`src/rtl/mem_arb_pkg.sv`:
```
// Shared types and constants for the unified memory-port arbiter.
package mem_arb_pkg;

  localparam int ARB_ADDR_W = 32;
  localparam int ARB_DATA_W = 32;

  localparam logic [2:0] FUNC3_WORD = 3'b010;

  typedef enum logic [1:0] {
    IDLE    = 2'd0,
    WAIT_RD = 2'd1,
    RESP    = 2'd2
  } arb_state_t;

  typedef enum logic {
    OWN_IF = 1'b0,
    OWN_DM = 1'b1
  } owner_t;

  // Winner of arbitration, muxed onto the memory port as one bundle.
  typedef struct packed {
    logic                  we;
    logic [2:0]            func3;
    logic [ARB_ADDR_W-1:0] addr;
    logic [ARB_DATA_W-1:0] wdata;
  } mem_req_t;

endpackage

```
`src/rtl/mem_arb_starve_ctr.sv`:
```
// Saturating up-counter with synchronous clear; used for fetch starvation
// tracking and for the optional wait-cycle performance counters.
module mem_arb_starve_ctr #(
  parameter int unsigned W       = 3,
  parameter logic [W-1:0] MAX_VAL = '1
) (
  input  logic         clock,
  input  logic         reset,
  input  logic         inc,
  input  logic         clear,
  output logic [W-1:0] count,
  output logic         at_max
);

  logic [W-1:0] cnt_q;
  logic [W-1:0] cnt_d;

  // Next count: clear wins, otherwise increment until saturated.
  always_comb begin
    cnt_d = cnt_q;
    if (clear) begin
      cnt_d = '0;
    end else if (inc && (cnt_q != MAX_VAL)) begin
      cnt_d = cnt_q + {{(W-1){1'b0}}, 1'b1};
    end else begin
      cnt_d = cnt_q;
    end
  end

  // Count register, updated on the falling edge like the rest of the pipeline.
  always_ff @(negedge clock or posedge reset) begin
    if (reset) begin
      cnt_q <= '0;
    end else begin
      cnt_q <= cnt_d;
    end
  end

  assign count  = cnt_q;
  assign at_max = (cnt_q == MAX_VAL);

endmodule

```
`src/rtl/mem_port_arbiter.sv`:
```
// Arbitrates fetch and load/store access to one memory port and returns read
// data after a fixed latency. Define MEM_ARB_PERF_EN to add wait-cycle counters.
module mem_port_arbiter
  import mem_arb_pkg::*;
#(
  parameter int ADDR_W     = ARB_ADDR_W,
  parameter int DATA_W     = ARB_DATA_W,
  parameter int MEM_LAT    = 2,
  parameter int STARVE_MAX = 4
) (
  input  logic              clock,
  input  logic              reset,
  input  logic              if_req,
  input  logic [ADDR_W-1:0] if_addr,
  output logic              if_gnt,
  output logic              if_rvalid,
  output logic [DATA_W-1:0] if_rdata,
  input  logic              dm_req,
  input  logic              dm_we,
  input  logic [2:0]        dm_func3,
  input  logic [ADDR_W-1:0] dm_addr,
  input  logic [DATA_W-1:0] dm_wdata,
  output logic              dm_gnt,
  output logic              dm_rvalid,
  output logic [DATA_W-1:0] dm_rdata,
  output logic              mem_en,
  output logic              mem_we,
  output logic [2:0]        mem_func3,
  output logic [ADDR_W-1:0] mem_addr,
  output logic [DATA_W-1:0] mem_wdata,
  input  logic [DATA_W-1:0] mem_rdata,
  output logic              busy
`ifdef MEM_ARB_PERF_EN
  ,
  output logic [31:0]       perf_if_wait,
  output logic [31:0]       perf_dm_wait
`endif
);

  localparam int         SW       = $clog2(STARVE_MAX + 1);
  localparam logic [3:0] LAT_INIT = 4'(MEM_LAT);

  arb_state_t        state_q, state_d;
  owner_t            owner_q, owner_d;
  logic [3:0]        lat_q, lat_d;
  logic [DATA_W-1:0] if_rdata_q, if_rdata_d;
  logic [DATA_W-1:0] dm_rdata_q, dm_rdata_d;

  mem_req_t          win;
  logic              grant_ok;
  logic              read_gnt;
  logic              starve_at_max;
  logic [SW-1:0]     starve_cnt_unused;

  // Reset forces every combinational output low in the same cycle.
  assign grant_ok = !reset && ((state_q == IDLE) || (state_q == RESP));

  mem_arb_starve_ctr #(
    .W       (SW),
    .MAX_VAL (SW'(STARVE_MAX))
  ) u_starve (
    .clock  (clock),
    .reset  (reset),
    .inc    (if_req & ~if_gnt),
    .clear  (if_gnt),
    .count  (starve_cnt_unused),
    .at_max (starve_at_max)
  );

  // Arbitration: loads/stores win unless fetch has been denied too long.
  always_comb begin
    if_gnt = 1'b0;
    dm_gnt = 1'b0;
    win    = '0;
    if (grant_ok) begin
      if (dm_req && !(if_req && starve_at_max)) begin
        dm_gnt    = 1'b1;
        win.we    = dm_we;
        win.func3 = dm_func3;
        win.addr  = ARB_ADDR_W'(dm_addr);
        win.wdata = ARB_DATA_W'(dm_wdata);
      end else if (if_req) begin
        if_gnt    = 1'b1;
        win.we    = 1'b0;
        win.func3 = FUNC3_WORD;
        win.addr  = ARB_ADDR_W'(if_addr);
        win.wdata = '0;
      end else begin
        win = '0;
      end
    end else begin
      win = '0;
    end
  end

  assign mem_en    = if_gnt | dm_gnt;
  assign mem_we    = win.we;
  assign mem_func3 = win.func3;
  assign mem_addr  = ADDR_W'(win.addr);
  assign mem_wdata = DATA_W'(win.wdata);
  assign read_gnt  = if_gnt | (dm_gnt & ~dm_we);

  // Next-state: stores finish in the grant cycle, reads wait out the latency.
  always_comb begin
    state_d    = state_q;
    owner_d    = owner_q;
    lat_d      = lat_q;
    if_rdata_d = if_rdata_q;
    dm_rdata_d = dm_rdata_q;
    case (state_q)
      IDLE, RESP: begin
        if (read_gnt) begin
          state_d = WAIT_RD;
          lat_d   = LAT_INIT;
          owner_d = if_gnt ? OWN_IF : OWN_DM;
        end else begin
          state_d = IDLE;
        end
      end
      WAIT_RD: begin
        // Counter hits zero on this edge: capture the returning data now.
        if (lat_q <= 4'd1) begin
          lat_d   = 4'd0;
          state_d = RESP;
          if (owner_q == OWN_IF) begin
            if_rdata_d = mem_rdata;
          end else begin
            dm_rdata_d = mem_rdata;
          end
        end else begin
          lat_d = lat_q - 4'd1;
        end
      end
      default: begin
        state_d = IDLE;
        lat_d   = 4'd0;
      end
    endcase
  end

  // Control and read-data registers.
  always_ff @(negedge clock or posedge reset) begin
    if (reset) begin
      state_q    <= IDLE;
      owner_q    <= OWN_IF;
      lat_q      <= 4'd0;
      if_rdata_q <= '0;
      dm_rdata_q <= '0;
    end else begin
      state_q    <= state_d;
      owner_q    <= owner_d;
      lat_q      <= lat_d;
      if_rdata_q <= if_rdata_d;
      dm_rdata_q <= dm_rdata_d;
    end
  end

  assign if_rvalid = (state_q == RESP) && (owner_q == OWN_IF);
  assign dm_rvalid = (state_q == RESP) && (owner_q == OWN_DM);
  assign if_rdata  = if_rdata_q;
  assign dm_rdata  = dm_rdata_q;
  assign busy      = (state_q == WAIT_RD);

`ifdef MEM_ARB_PERF_EN
  logic perf_if_sat_unused;
  logic perf_dm_sat_unused;

  mem_arb_starve_ctr #(
    .W       (32),
    .MAX_VAL (32'hFFFF_FFFF)
  ) u_perf_if (
    .clock  (clock),
    .reset  (reset),
    .inc    (if_req & ~if_gnt),
    .clear  (1'b0),
    .count  (perf_if_wait),
    .at_max (perf_if_sat_unused)
  );

  mem_arb_starve_ctr #(
    .W       (32),
    .MAX_VAL (32'hFFFF_FFFF)
  ) u_perf_dm (
    .clock  (clock),
    .reset  (reset),
    .inc    (dm_req & ~dm_gnt),
    .clear  (1'b0),
    .count  (perf_dm_wait),
    .at_max (perf_dm_sat_unused)
  );
`endif

endmodule

```
`config.mk`:
```
export PLATFORM = sky130hd
export DESIGN_NAME = mem_port_arbiter
export DESIGN_NICKNAME = d
export VERILOG_FILES = /design/src/rtl/mem_arb_pkg.sv /design/src/rtl/mem_arb_starve_ctr.sv /design/src/rtl/mem_port_arbiter.sv
export SDC_FILE = /design/constraint.sdc
export NUM_CORES = 1
export LEC_CHECK = 0
export ABC_CLOCK_PERIOD_IN_PS = 4770
export BUFFER_PORTS_ARGS = -buffer_cell sky130_fd_sc_hd__buf_2
export CORE_MARGIN = 10
export CORE_UTILIZATION = 44
export DETAILED_ROUTE_END_ITERATION = 16
export GPL_TIMING_DRIVEN = 0
export PLACE_DENSITY = 0.87
export SLEW_MARGIN = 20
export SYNTH_ARGS = -nofsm -noshare
export SYNTH_HDL_FRONTEND = slang
export SYNTH_SLANG_ARGS = --single-unit
```
`constraint.sdc`:
```
create_clock -name clock -period 4.77 [get_ports clock]
set_input_delay 0.954 -clock clock [delete_from_list [all_inputs] [get_ports clock]]
set_output_delay 0.954 -clock clock [all_outputs]
set_load 0.02 [all_outputs]
```
# Yosys cells after proc, flatten, opt, wreduce, memory -nomap -nowiden
# Cells that the tools add are included.
classes:
  addsub: 2
  order_cmp: 1
  n_eq_ne: 6
  n_mux: 17
  bitwise_logic: 7
  reduce_logical: 15
ops:
  columns: ["operator", "n"]
  rows:
  - ["68-bit 2-to-1 mux", 2]
  - ["66-bit 2-to-1 mux", 1]
  - ["4-bit 2-to-1 mux", 2]
  - ["4-bit case mux with 2 select lines", 1]
  - ["1-bit 2-to-1 mux", 7]
  - ["1-bit logical AND", 6]
  - ["3-bit 2-to-1 mux", 2]
  - ["3-bit AND reduction", 2]
  - ["4-bit by 1-bit <= comparator with 1-bit output (second input constant)", 1]
  - ["2-bit case mux with 2 select lines", 1]
  - ["4-bit by 1-bit subtractor with 4-bit output (second input constant)", 1]
  - ["3-bit by 1-bit adder with 3-bit output (second input constant)", 1]
  - ["3-bit equality test (second input constant)", 1]
  - ["3-bit inequality test (second input constant)", 1]
  - ["1-bit inverter", 3]
  - ["1-bit bitwise AND", 2]
  - ["2-bit by 1-bit equality test with 1-bit output (second input constant)", 1]
  - ["2-bit equality test (second input constant)", 1]
  - ["1-bit logical NOT", 2]
  - ["2-bit logical NOT", 1]
  - ["2-bit 2-to-1 mux", 1]
  - ["2-bit by 1-bit inequality test with 1-bit output (second input constant)", 1]
  - ["2-bit inequality test (second input constant)", 1]
  - ["1-bit OR", 2]
  - ["other kinds (4)", 4]
word_totals:
  register_bits: 74
  inputBits: 136
  out_inout_bits: 138
  wordCells: 54

# Depth between registers and ports, before layout
depth:
  depth_word: 11
  ltp_mapped: 8
  depth_no_buf: 6

# Hierarchy
# Synthesis repeated with hierarchy kept, for this count alone.
hier_totals:
  cells_unflattened: 280
  area_unflattened_um2: 3572.2
by_module_without_submodules:
  columns: ["mod", "instances", "cells_per_inst", "area_per_inst_um2", "seq_area_each_um2"]
  rows:
  - ["mem_port_arbiter", 1, 261, 3370.7, 1776.7]
  - ["mem_arb_starve_ctr", 1, 19, 201.4, 75.1]

==> flow_summary.ini <==
[critical_path]
cp_cell_sequence = inv_2 > ha_4 > nand3_1 > nand3_2 > inv_4 > buf_8 > buf_8 > a22o_1 > buf_6
cpMostUsedCell = buf_8
endpoint_kind = primary output
max_stage_delay_ps = 450
crit_family = buffers and inverters
r2r_start = lat_q[0]
r2r-end = dm_rdata[6]
slowest_stage = dfrtn_1
cp.arrival_ps = 4390
path_buf_inv = 5
r2r_cells = 6
required_ps = 3820
path_max_fanout = 10
crit_type = reg -> out
start_kind = register
rrSetupSlack_ps = 2570

[hold_path]
hold_depth = 1
worst_hold_path_type = reg -> reg
min_to = if_rdata[1]
hold_path.startpoint = if_rdata[1]

[routing]
routed_via_density = 5.31
wl_per_cell_um = 24.4
vias = 3782
first_iter_violations = 238
drc_errors = 0
detail-route-antenna-nets = 0
wirelength_um = 17300
drtPass1Iterations = 4

[synth]
synthTopCellsByCount = dfrtn_1, mux2_2, and2_1, a22o_1, inv_1
yosysWarnings = 0
yosysMostFrequentCell = dfrtn_1
synth_area_sq_um = 3630
synth_edf_count = 0
synth_ff_type = dfrtn_1
yosysSeqAreaShare = 0.510
syn_inst = 282
yosysTopAreaCell = dfrtn_1
ys_ff_latch = 74
synth_nets = 422
post-synth-top-area-fraction = 0.510
synth.avg_cell_area_sq_um = 12.9
synthTopCellsByArea = dfrtn_1, mux2_2, a22o_1
async_reset_ff_frac = 1.00
ys_types = 43

[global_routing]
grt_max_degree = 36
grt_pass1_wl_um = 24400
antenna_found_initial = 1
grt_pass1_vias = 4190
grtUsageTotal = 0.249
grt.overflow.total = 0

[power_and_ir_drop]
power_per_cell_area_nw_per_um2 = 590
swShare = 0.405
clkPwrFrac = 0.141
p_leak_uw = 0.00339
pwr-share-seq = 0.300
internal_power_uw = 2290
peakVddDrop_uv = 318
p_sw_uw = 1550
p_comb_frac = 0.559

[finish]
drive_above_1_share = 0.781
syn2layout_area_growth_pct = 79.4
fin_nets = 743
final_cells = 712
fin_util = 0.800

[floorplan]
io_pins = 274
dieArea_sq_um = 12300
die_w_um = 111
die_h_um = 111
core_sq_um = 8130
rows = 33
start_util = 0.446

[status]
status = finished with violations
violations = negative setup slack

[placement]
port_buffers = 273
gp_congestion = 0.907
dp.cells = 662
dpl.hpwl_um = 11400

[cts]
cts_tree = yes
cts_sinks = 74
clkTransAtPathRegs_ps = 50
worstSkewPairLatency_ps = 330
cts-root-buf = clkbuf_8
h-tree-depth = 3
cts_hold_buffers = 0
clock_path_buffers = 2
cts_buffers = 9

[timing]
fin_skew_ps = 5.30
setup_ws_ps = -570
hold_viol = 0
worstMarginPinSlew_ps = 596
setup-tns-final_ps = -35820
rsz0062_at_grt = true
drv_slew = 0
max_slew_margin = 0.597
setup_viol = 72
hold_ws_ps = 446

[flow_run]
drv_cap = 0
## registers in the layout, summed over array words and instances, names as in the netlist
name,cells
state_q,2
u_starve.count,3
dm_rdata,32
owner_q,1
lat_q,4
if_rdata,32
## worst max path at each step
stage | slack (ps) | end | cells after the start | from
after floorplan | -100 | mem_addr[25] | 5 | state_q[0]
after global placement | -340 | mem_addr[8] | 6 | state_q[0]
after detailed placement | -360 | mem_addr[8] | 6 | state_q[0]
after CTS | -510 | mem_addr[5] | 6 | state_q[0]
after global routing | -590 | mem_addr[28] | 9 | u_starve.count[1]
final | -570 | mem_addr[28] | 9 | u_starve.count[1]
## through the flow
stage | total power (uW) | worst slack, ps | area, sq um
5_1_grt | 4030 | -594 | 6510
3_5_place_dp | 2950 | -365 | 5290
6_report | 3840 | -570 | 6510
4_1_cts | 3730 | -509 | 6310
3_3_place_gp | 2860 | -340 | 5250
2_1_floorplan | 2300 | -99.0 | 3750
## power groups by stage
stage	clock network (uW)	logic [uW]	registers, uW
2_1_floorplan	0	818	1490
3_5_place_dp	0	1790	1160
5_1_grt	573	2270	1190
4_1_cts	546	2040	1140
3_3_place_gp	0	1740	1130
6_report	540	2150	1150
## worst register-to-register path, delay by kind of cell (launching register included)
family	cells	cell delay (ps)
adder cells (fa/ha/maj)	1	220
buffers and inverters	2	310
flip-flops	1	440
multiplexers	1	360
AND/OR/NAND/NOR	2	710
## layout make-up
| class | count | area, sq um |
|---|---|---|
| timing repair buffer | 311 | 2200 |
| multi-input combinational | 178 | 1850 |
| sequential | 74 | 1850 |
| fill | 479 | 1620 |
| buffer | 16 | 191 |
| clock buffer | 10 | 138 |
| tap | 105 | 131 |
| clock inverter | 4 | 76.3 |
| inverter | 13 | 70.1 |
| antenna | 1 | 2.50 |
## routing by layer
layer / track usage / wire length [um] / vias to the layer above
met2: 0.440 / 8980 / 233
met3: 0.0920 / 1620 / 46
met4: 0.0894 / 515 / 0
met5: 0 / 0 / -
li1: - / - / 1661
met1: 0.265 / 6230 / 1842
## logic make-up (layout without fill, tap and decap cells)
logic type | Yosys count | in the layout | share of synthesized area
adder cells (fa/ha/maj) | 4 | 4 | 0.0138
AND/OR/NAND/NOR | 57 | 57 | 0.105
multiplexers | 67 | 67 | 0.207
flip-flops | 74 | 74 | 0.510
AO/OA/AOI/OAI | 50 | 50 | 0.115
other | 0 | 1 | 0
buffers and inverters | 30 | 354 | 0.0490
## what timing repair did
item / 4_1_cts / 5_1_grt
endpoints found under the setup margin: 71 / 74
gates resized for setup: 196 / 27
cloned: 3 / 1
buffers inserted: 19 / 13
pin swaps: 24 / 10
## placed cells by master, fill, tap and decap left out, types with 6 or more instances in the layout
cell and instances:
buf_2 199, buf_8 6, clkbuf_8 14, and2_4 34, buf_6 77, dfrtn_1 74
a22o_4 13, buf_4 34, inv_1 6, a22o_1 19, mux2_2 64
No activity file was read; power rests on OpenSTA's default activity.
